$ cat src/rtl/prog_fsm_ctrl_pkg.sv
// -----------------------------------------------------------------------------
// prog_fsm_ctrl_pkg
//
// Shared types and constants for the programmable Moore FSM controller:
//   - state_t and the A/B/C/D state encodings, RESET_STATE
//   - mode_t (controller mode: IDLE / RUN)
//   - cfg_type encodings (next-state entry vs output entry)
//   - reset contents of the 16x2 next-state table and the 4x1 output table
//   - ns_idx(): forms the next-state table index {state, in_}
// -----------------------------------------------------------------------------
package prog_fsm_ctrl_pkg;

    typedef logic [1:0] state_t;

    localparam state_t ST_A = 2'd0;
    localparam state_t ST_B = 2'd1;
    localparam state_t ST_C = 2'd2;
    localparam state_t ST_D = 2'd3;

    localparam state_t RESET_STATE = ST_A;

    typedef enum logic {
        MODE_IDLE = 1'b0,
        MODE_RUN  = 1'b1
    } mode_t;

    localparam logic CFG_TYPE_NS  = 1'b0;
    localparam logic CFG_TYPE_OUT = 1'b1;

    localparam logic [15:0] STEP_COUNT_MAX = 16'hFFFF;

    // Next-state table, index {state[1:0], in_[1:0]}, listed from entry 15
    // down to entry 0 (one row per state, in_=11 first within each row).
    //   A: 00->A 01->B 10->A 11->D
    //   B: 00->C 01->B 10->A 11->D
    //   C: 00->A 01->D 10->A 11->D
    //   D: 00->C 01->B 10->A 11->D
    localparam logic [15:0][1:0] NS_TBL_RST = {
        ST_D, ST_A, ST_B, ST_C,   // D row, entries 15..12
        ST_D, ST_A, ST_D, ST_A,   // C row, entries 11..8
        ST_D, ST_A, ST_B, ST_C,   // B row, entries 7..4
        ST_D, ST_A, ST_B, ST_A    // A row, entries 3..0
    };

    // Output table, bit index = state: only D drives 1.
    localparam logic [3:0] OUT_TBL_RST = 4'b1000;

    function automatic logic [3:0] ns_idx(input state_t st, input logic [1:0] in_tok);
        return {st, in_tok};
    endfunction

endpackage

$ cat src/rtl/prog_fsm_ctrl_table.sv
// -----------------------------------------------------------------------------
// prog_fsm_ctrl_table
//
// Register file holding the programmable FSM tables:
//   - 16x2 next-state table, indexed by {state, in_}
//   - 4x1 output table, indexed by state
// One write port (type selects which table), one combinational read port per
// table. Asynchronous active-low reset loads the package reset contents.
//
// Ports:
//   clk          in   clock
//   reset_n      in   asynchronous active-low reset
//   wr_en        in   write strobe (one entry updated at the clock edge)
//   wr_type      in   CFG_TYPE_NS / CFG_TYPE_OUT
//   wr_addr[3:0] in   NS: {state, in_}; OUT: [1:0] = state, [3:2] ignored
//   wr_data[1:0] in   NS: next state; OUT: bit 0 = output, bit 1 ignored
//   ns_rd_idx    in   next-state read index
//   ns_rd_data   out  next-state read data
//   out_rd_state in   output-table read index
//   out_rd_data  out  output-table read data
// -----------------------------------------------------------------------------
module prog_fsm_ctrl_table
    import prog_fsm_ctrl_pkg::*;
(
    input  logic       clk,
    input  logic       reset_n,
    input  logic       wr_en,
    input  logic       wr_type,
    input  logic [3:0] wr_addr,
    input  logic [1:0] wr_data,
    input  logic [3:0] ns_rd_idx,
    output state_t     ns_rd_data,
    input  state_t     out_rd_state,
    output logic       out_rd_data
);

    logic [15:0][1:0] ns_tbl_q;
    logic [15:0][1:0] ns_tbl_d;
    logic [3:0]       out_tbl_q;
    logic [3:0]       out_tbl_d;

    always_comb begin
        ns_tbl_d  = ns_tbl_q;
        out_tbl_d = out_tbl_q;
        if (wr_en) begin
            if (wr_type == CFG_TYPE_NS) begin
                ns_tbl_d[wr_addr] = wr_data;
            end else begin
                out_tbl_d[wr_addr[1:0]] = wr_data[0];
            end
        end
    end

    always_ff @(posedge clk or negedge reset_n) begin
        if (!reset_n) begin
            ns_tbl_q  <= NS_TBL_RST;
            out_tbl_q <= OUT_TBL_RST;
        end else begin
            ns_tbl_q  <= ns_tbl_d;
            out_tbl_q <= out_tbl_d;
        end
    end

    assign ns_rd_data  = ns_tbl_q[ns_rd_idx];
    assign out_rd_data = out_tbl_q[out_rd_state];

endmodule

$ cat src/rtl/prog_fsm_ctrl.sv
// -----------------------------------------------------------------------------
// prog_fsm_ctrl
//
// Controller for a programmable 4-state, 2-input, 1-output Moore FSM.
// Tables are written through the config port while IDLE; in RUN the FSM takes
// one transition per accepted input token.
//
//   mode      | meaning
//   ----------+-----------------------------------------------------------
//   MODE_IDLE | config writes accepted, state held at RESET_STATE, go -> RUN
//   MODE_RUN  | tokens step the FSM, config stalled, halt -> IDLE
//
// Ports:
//   clk, reset_n      clock, asynchronous active-low reset
//   go, halt          mode control pulses
//   busy              1 in RUN
//   cfg_val/cfg_rdy   config write handshake (cfg_rdy only in IDLE)
//   cfg_type/addr/data config write payload
//   in_val/in_rdy/in_ input token handshake and value
//   state             current FSM state (registered)
//   out               Moore output, out_tbl[state]
//   out_val           1-cycle pulse the cycle after each accepted token
//   step_count        accepted-token counter, saturating; only present when
//                     PROG_FSM_CTRL_STEP_COUNT_EN is defined
// -----------------------------------------------------------------------------
module prog_fsm_ctrl
    import prog_fsm_ctrl_pkg::*;
(
    input  logic        clk,
    input  logic        reset_n,
    input  logic        go,
    input  logic        halt,
    output logic        busy,
    input  logic        cfg_val,
    output logic        cfg_rdy,
    input  logic        cfg_type,
    input  logic [3:0]  cfg_addr,
    input  logic [1:0]  cfg_data,
    input  logic        in_val,
    output logic        in_rdy,
    input  logic [1:0]  in_,
    output logic [1:0]  state,
    output logic        out,
    output logic        out_val
`ifdef PROG_FSM_CTRL_STEP_COUNT_EN
    ,
    output logic [15:0] step_count
`endif
);

    mode_t  mode_q;
    mode_t  mode_d;
    state_t state_q;
    state_t state_d;
    logic   out_val_q;
    logic   out_val_d;

    state_t ns_next;
    logic   out_cur;
    logic   cfg_fire;
    logic   tok_acc;

    assign busy     = (mode_q == MODE_RUN);
    assign cfg_rdy  = (mode_q == MODE_IDLE);
    assign in_rdy   = busy && !halt;
    assign cfg_fire = cfg_val && cfg_rdy;
    assign tok_acc  = in_val && in_rdy;

    prog_fsm_ctrl_table u_table (
        .clk          (clk),
        .reset_n      (reset_n),
        .wr_en        (cfg_fire),
        .wr_type      (cfg_type),
        .wr_addr      (cfg_addr),
        .wr_data      (cfg_data),
        .ns_rd_idx    (ns_idx(state_q, in_)),
        .ns_rd_data   (ns_next),
        .out_rd_state (state_q),
        .out_rd_data  (out_cur)
    );

    always_comb begin
        mode_d    = mode_q;
        state_d   = state_q;
        out_val_d = 1'b0;
        case (mode_q)
            MODE_IDLE: begin
                state_d = RESET_STATE;
                if (go) begin
                    mode_d = MODE_RUN;
                end
            end
            MODE_RUN: begin
                // halt masks in_rdy, so a token in the halt cycle is dropped
                if (halt) begin
                    mode_d  = MODE_IDLE;
                    state_d = RESET_STATE;
                end else if (tok_acc) begin
                    state_d   = ns_next;
                    out_val_d = 1'b1;
                end
            end
            default: begin
                mode_d  = MODE_IDLE;
                state_d = RESET_STATE;
            end
        endcase
    end

    always_ff @(posedge clk or negedge reset_n) begin
        if (!reset_n) begin
            mode_q    <= MODE_IDLE;
            state_q   <= RESET_STATE;
            out_val_q <= 1'b0;
        end else begin
            mode_q    <= mode_d;
            state_q   <= state_d;
            out_val_q <= out_val_d;
        end
    end

    assign state   = state_q;
    assign out     = out_cur;
    assign out_val = out_val_q;

`ifdef PROG_FSM_CTRL_STEP_COUNT_EN
    logic [15:0] step_count_q;
    logic [15:0] step_count_d;

    always_comb begin
        step_count_d = step_count_q;
        if ((mode_q == MODE_IDLE) && go) begin
            step_count_d = '0;
        end else if (tok_acc && (step_count_q != STEP_COUNT_MAX)) begin
            step_count_d = step_count_q + 16'd1;
        end
    end

    always_ff @(posedge clk or negedge reset_n) begin
        if (!reset_n) begin
            step_count_q <= '0;
        end else begin
            step_count_q <= step_count_d;
        end
    end

    assign step_count = step_count_q;
`endif

endmodule

$ cat config.mk
export PLATFORM = sky130hd
export DESIGN_NAME = prog_fsm_ctrl
export DESIGN_NICKNAME = d
export VERILOG_FILES = /design/src/rtl/prog_fsm_ctrl_pkg.sv /design/src/rtl/prog_fsm_ctrl_table.sv /design/src/rtl/prog_fsm_ctrl.sv
export SDC_FILE = /design/constraint.sdc
export NUM_CORES = 1
export LEC_CHECK = 0
export ABC_AREA = 0
export CORE_ASPECT_RATIO = 0.6
export CORE_MARGIN = 8
export CORE_UTILIZATION = 40
export CTS_BUF_LIST = sky130_fd_sc_hd__clkbuf_8
export CTS_CLUSTER_DIAMETER = 40
export DETAILED_ROUTE_END_ITERATION = 10
export HOLD_SLACK_MARGIN = 0.08
export PLACE_DENSITY = 0.7
export SLEW_MARGIN = 10
export SYNTH_ARGS = -nofsm -noshare
export SYNTH_HDL_FRONTEND = slang
export SYNTH_SLANG_ARGS = --single-unit
$ cat constraint.sdc
create_clock -name clk -period 5.15 [get_ports clk]
set_input_delay 1.03 -clock clk [delete_from_list [all_inputs] [get_ports clk]]
set_output_delay 1.03 -clock clk [all_outputs]
set_load 0.03 [all_outputs]
==> results.py, run 1 <==
metrics = {
    "outcome": {
        "outcome": "finished clean",
    },
    "placed_design": {
        "gp_congestion": 0.862,
        "placed_cell_area_um2": 2220,
        "place_inst": 224,
        "portBuffers": 21,
        "dpl.hpwl_mm": 3.10,
    },
    "sta": {
        "drv_slew": 0,
        "slew_headroom": 0.415,
        "period_minus_slack_ns": 3.58,
        "skew_ns": 0.00517,
        "worst_slew_pin_slew_ns": 0.877,
        "timing.hold.ws_ns": 0.509,
        "fin_crit_sh": 0.696,
        "hold_violations": 0,
        "finalSetupTns_ns": 0,
        "clock.fmax_mhz": 279,
        "finalSetupViolations": 0,
        "grt_setup_unrepaired": "no",
    },
    "route": {
        "drt_iter0_markers": 50,
        "vias": 1244,
        "wl_per_cell_um": 18.0,
        "wl_mm": 4.19,
        "firstDrtPassIters": 4,
        "ant_nets": 0,
        "routed_via_density": 5.36,
        "drc": 0,
    },
    "global_routing": {
        "grt_usage": 0.115,
        "antenna_found_initial": 0,
        "grt_pass1_vias": 1297,
        "gr-total-overflow": 0,
        "grt_max_degree": 41,
        "grt_pass1_wl_mm": 6.81,
    },
    "worst_hold_path": {
        "min_path_type": "reg2reg",
        "hold_depth": 1,
        "holdCritStartpoint": "u_table.ns_tbl_q[0]$_DFFE_PN0P_",
    },
    "logic_synthesis": {
        "synth_top_cell_by_area": "dfrtp_1",
        "netlist_area_um2": 1970,
        "yosysTopAreaCellShare": 0.305,
        "synthArstFlopShare": 1.00,
        "yosys_warnings": 0,
        "synth_nets": 162,
        "yosys_most_used_dff": "dfrtp_1",
        "syn_inst": 147,
        "synth.distinct_cells": 29,
        "synth-seq-cells": 40,
        "synth.most_common_cell": "mux2_2",
        "syn_area_per_cell_um2": 13.4,
        "synth_area_leaders": "dfrtp_1 (30%), dfstp_2 (21%), mux2_2 (21%)",
        "synth_edf_count": 0,
        "yosysSeqAreaShare": 0.518,
        "ys_top_cells_by_count": "mux2_2 (36), dfrtp_1 (24), dfstp_2 (16)",
    },
    "critical_path": {
        "crit_top_cell": "clkdlybuf4s50_1",
        "slowest_delay_ns": 0.76,
        "worst_r2r_path_depth": 3,
        "path_cells": "clkdlybuf4s50_1 > nor2b_1 > clkdlybuf4s50_1",
        "endpoint": "in_rdy",
        "timing.rr.end": "u_table.ns_tbl_q[29]$_DFFE_PN0P_",
        "crit_type": "in2out",
        "cp.arrival_ns": 2.55,
        "worstPathRequired_ns": 4.12,
        "r2r-start": "busy$_DFF_PN0_",
        "crit_path_start": "halt",
        "cp-end-kind": "output port",
        "worstPathMaxFanout": 6,
        "crit_path_top_delay_cell": "clkdlybuf4s50_1",
        "r2r_slack_ns": 3.33,
        "start_kind": "input pin",
    },
    "die": {
        "fp.coreArea_um2": 4660,
        "die_h_um": 70.4,
        "die_x_um": 107,
        "pin_count": 22,
        "dieArea_um2": 7500,
        "start_util": 0.423,
        "rows": 19,
    },
    "job": {
        "cap_violations": 0,
    },
    "clock_tree": {
        "h-tree-depth": 2,
        "cts_resized": 0,
        "clk_pin_slew_worst_paths_ns": 0.07,
        "cts_tree": "built",
        "cts_buffer_depth": 2,
        "cts_root_buf": "clkbuf_8",
        "cts.sinks": 40,
        "clk_latency_ns": 0.29,
        "cts_buffers": 5,
        "post_cts_buffers": 0,
        "cts_hold_buf": 0,
    },
    "power": {
        "p_leak_nw": 0.963,
        "p_per_area_nw_per_um2": 360,
        "max-vdd-ir-drop_mv": 0.190,
    },
    "finish": {
        "diodes": 0,
        "stdcell_count": 232,
        "fin_nets": 183,
        "final_core_util": 0.504,
        "drive_gt1_frac": 0.444,
        "area_growth_pct": 19.3,
        "fin_area_um2": 2350,
    },
}
[critical path, delay by kind of cell]
kind | cells | cell delay [ns]
simple gates | 1 | 0.36
buf+inv | 2 | 1.16
[layer usage]
layer | GRT usage | part of all wire | vias up | wire length (um)
met3 | 0.0403 | 0.056 | 8 | 236
li1 | - | - | 572 | -
met5 | 0 | 0 | - | 0
met1 | 0.170 | 0.53 | 630 | 2230
met4 | 0.0326 | 0.010 | 0 | 42
met2 | 0.151 | 0.40 | 34 | 1680
[through the flow]
stage,setup slack (ns),total power [W]
2_1_floorplan,2.52,0.000515
3_5_place_dp,1.59,0.000576
6_report,1.57,0.000846
4_1_cts,1.59,0.000855
3_3_place_gp,1.66,0.000566
5_1_grt,1.50,0.000886
[cell families after synthesis]
kind of cell | after synthesis | synth area share
simple gates | 46 | 0.133
flops | 40 | 0.518
buf+inv | 8 | 0.0171
mux | 48 | 0.311
compound gates | 5 | 0.0197
[area by class of cell]
type                       instances  area [um2]
tap                               63        78.8
clock inverter                     1        30.0
inverter                           1        3.75
sequential                        40        1020
fill                             416        2310
clock buffer                       7        96.3
multi-input combinational         99         915
timing repair buffer              21         205
[layout by cell type, fill, tap and decap left out, types with 4 or more instances in the layout]
cell | Yosys | layout
mux4_2 | 7 | 7
nand2_1 | 12 | 12
nor2_1 | 7 | 7
nor2b_1 | 5 | 5
mux2i_1 | 5 | 5
clkdlybuf4s50_1 | 0 | 20
nand3_1 | 4 | 4
dfstp_2 | 16 | 16
mux2_2 | 36 | 36
clkbuf_8 | 0 | 7
dfrtp_1 | 24 | 24
[how the worst min path moves through the flow]
stage                                                   to
after global placement    u_table.ns_tbl_q[16]$_DFFE_PN0P_
after detailed placement   u_table.ns_tbl_q[0]$_DFFE_PN0P_
after CTS                  u_table.ns_tbl_q[0]$_DFFE_PN0P_
final                      u_table.ns_tbl_q[0]$_DFFE_PN0P_
after global routing      u_table.ns_tbl_q[28]$_DFFE_PN0P_
after floorplan            u_table.ns_tbl_q[0]$_DFFE_PN0P_
[flip-flops by register name, indices dropped and copies added (netlist names)]
name               count
u_table.ns_tbl_q      32
out_val                1
busy                   1
u_table.out_tbl_q      4
state                  2
[where the power goes]
part / switching (W) / internal [W] / total [W]
registers: 0.0000289 / 0.000385 / 0.000413
clock network: 0.000105 / 0.000171 / 0.000276
logic: 0.0000688 / 0.0000871 / 0.000156
total: 0.000203 / 0.000643 / 0.000846
Note: power is estimated with default switching activity, not from simulation.
==> inputs of run 2 (changes only) <==
==> constraint.sdc (replaced) <==
create_clock -name clk -period 3.3 [get_ports clk]
set_input_delay 0.66 -clock clk [delete_from_list [all_inputs] [get_ports clk]]
set_output_delay 0.66 -clock clk [all_outputs]
set_load 0.03 [all_outputs]
==> run 2 against run 1 <==
Effect of this change: die area unchanged; critical path type is now reg2out; largest cell class unchanged; highest routed layer unchanged; first-iteration DRC count up 16%; count of clock-buffer cells in the layout is 2 lower; wire length rose by 1.1%.
==> results.py, run 2 (synthesis gave the netlist of run 1 again) <==
metrics = {
    "clock_tree": {
        "clk_pin_slew_worst_paths_ns": 0.08,
        "cts_resized": 0,
        "cts_buffers": 5,
        "cts_root_buf": "clkbuf_8",
        "post_cts_buffers": 0,
        "clk_latency_ns": 0.29,
        "cts_buffer_depth": 2,
        "h-tree-depth": 2,
        "cts_hold_buf": 0,
        "cts_tree": "built",
        "cts.sinks": 40,
    },
    "die": {
        "start_util": 0.423,
        "pin_count": 22,
        "fp.coreArea_um2": 4660,
        "rows": 19,
        "die_x_um": 107,
        "die_h_um": 70.4,
        "dieArea_um2": 7500,
    },
    "finish": {
        "final_cell_mix": "mux2_2 (36), dfrtp_1 (24), clkdlybuf4s50_1 (20), dfstp_2 (16), nand2_1 (12)",
        "final_common_cell": "mux2_2",
        "final_core_util": 0.503,
        "area_growth_pct": 18.9,
        "largest_register_ffs": 32,
        "diodes": 0,
        "multi_input_area_um2": 915,
        "top_register": "u_table.ns_tbl_q",
        "fin_nets": 184,
        "drive_gt1_frac": 0.447,
        "seqCellArea_um2": 1020,
        "stdcell_count": 233,
        "fillers": 416,
    },
    "critical_path": {
        "critical_path.top_delay_family": "flip-flops",
        "start_kind": "flip-flop",
        "crit_path_top_delay_cell": "dfrtp_1",
        "worstPathRequired_ns": 2.64,
        "cp.arrival_ns": 2.15,
        "crit_buf_inv": 1,
        "worstPathMaxFanout": 12,
        "path_cells": "mux4_2 > clkdlybuf4s50_1",
        "crit_type": "reg2out",
        "cp-end-kind": "output port",
        "slowest_delay_ns": 0.68,
    },
    "worst_hold_path": {
        "min_path_type": "in2async",
    },
    "route": {
        "vias": 1245,
        "firstDrtPassIters": 4,
        "wl_per_cell_um": 18.2,
        "ant_nets": 0,
        "drt_iter0_markers": 58,
        "wl_mm": 4.23,
        "drc": 0,
        "routed_via_density": 5.34,
    },
    "placed_design": {
        "dpl.hpwl_mm": 3.13,
        "gp_congestion": 0.847,
        "place_inst": 225,
        "portBuffers": 21,
    },
    "power": {
        "p_leak_nw": 0.958,
        "p_per_area_nw_per_um2": 548,
        "max-vdd-ir-drop_mv": 0.271,
    },
    "global_routing": {
        "grt_pass1_vias": 1344,
        "grt_pass1_wl_mm": 7.21,
        "gr-total-overflow": 0,
        "grt_usage": 0.121,
        "antenna_found_initial": 0,
        "grt_max_degree": 41,
    },
    "sta": {
        "worst_slew_pin_slew_ns": 0.876,
        "finalSetupViolations": 0,
        "drv_slew": 0,
        "fin_crit_sh": 0.850,
        "skew_ns": 0.00641,
        "finalSetupTns_ns": 0,
        "grt_setup_unrepaired": "no",
        "clock.fmax_mhz": 356,
        "hold_violations": 0,
        "period_minus_slack_ns": 2.81,
        "slew_headroom": 0.416,
    },
    "outcome": {
        "outcome": "finished clean",
    },
    "job": {
        "cap_violations": 0,
    },
}
-- run 2: layer usage --
layer / share of wire / GRT usage / wire length, um
met1: 0.53 / 0.181 / 2230
met2: 0.41 / 0.161 / 1730
met3: 0.061 / 0.0394 / 258
met4: 0.0033 / 0.0233 / 14
met5: 0 / 0 / 0
-- run 2: stage by stage --
stage	setup WS, ns	instance area [um2]	total power [W]	hold slack [ns]
6_report	0.494	2340	0.00128	0.477
5_1_grt	0.413	2340	0.00135	0.531
4_1_cts	0.458	2340	0.00130	0.505
3_5_place_dp	0.492	2230	0.000898	0.487
3_3_place_gp	0.552	2230	0.000885	0.483
2_1_floorplan	1.13	1970	0.000804	0.364
-- run 2: report_power, final --
group	switching (W)	internal, W	leakage, nW
logic	0.000106	0.000137	0.423
registers	0.0000453	0.000600	0.481
clock network	0.000173	0.000224	0.0541
total	0.000324	0.000960	0.958
-- run 2: worst paths after layout --
check / end / cells past startpoint / startpoint / slack [ns]
min in group clk: u_table.ns_tbl_q[0]$_DFFE_PN0P_ / 1 / u_table.ns_tbl_q[0]$_DFFE_PN0P_ / 0.50
setup / recovery: out / 2 / state[0]$_DFFE_PN0P_ / 0.49
setup reg to reg: u_table.ns_tbl_q[23]$_DFFE_PN1P_ / 4 / busy$_DFF_PN0_ / 1.48
max in group asynchronous: state[1]$_DFFE_PN0P_ / 1 / reset_n / 2.26
hold reg to reg: u_table.ns_tbl_q[0]$_DFFE_PN0P_ / 1 / u_table.ns_tbl_q[0]$_DFFE_PN0P_ / 0.50
hold / removal: u_table.ns_tbl_q[28]$_DFFE_PN0P_ / 1 / reset_n / 0.48
-- run 2: final cells by class --
class                           count  area share
Clock buffer                        5      0.0294
Clock inverter                      3      0.0182
Inverter                            1     0.00160
Timing Repair Buffer               22      0.0908
Tap cell                           63      0.0337
Sequential cell                    40       0.436
Multi-Input combinational cell     99       0.390
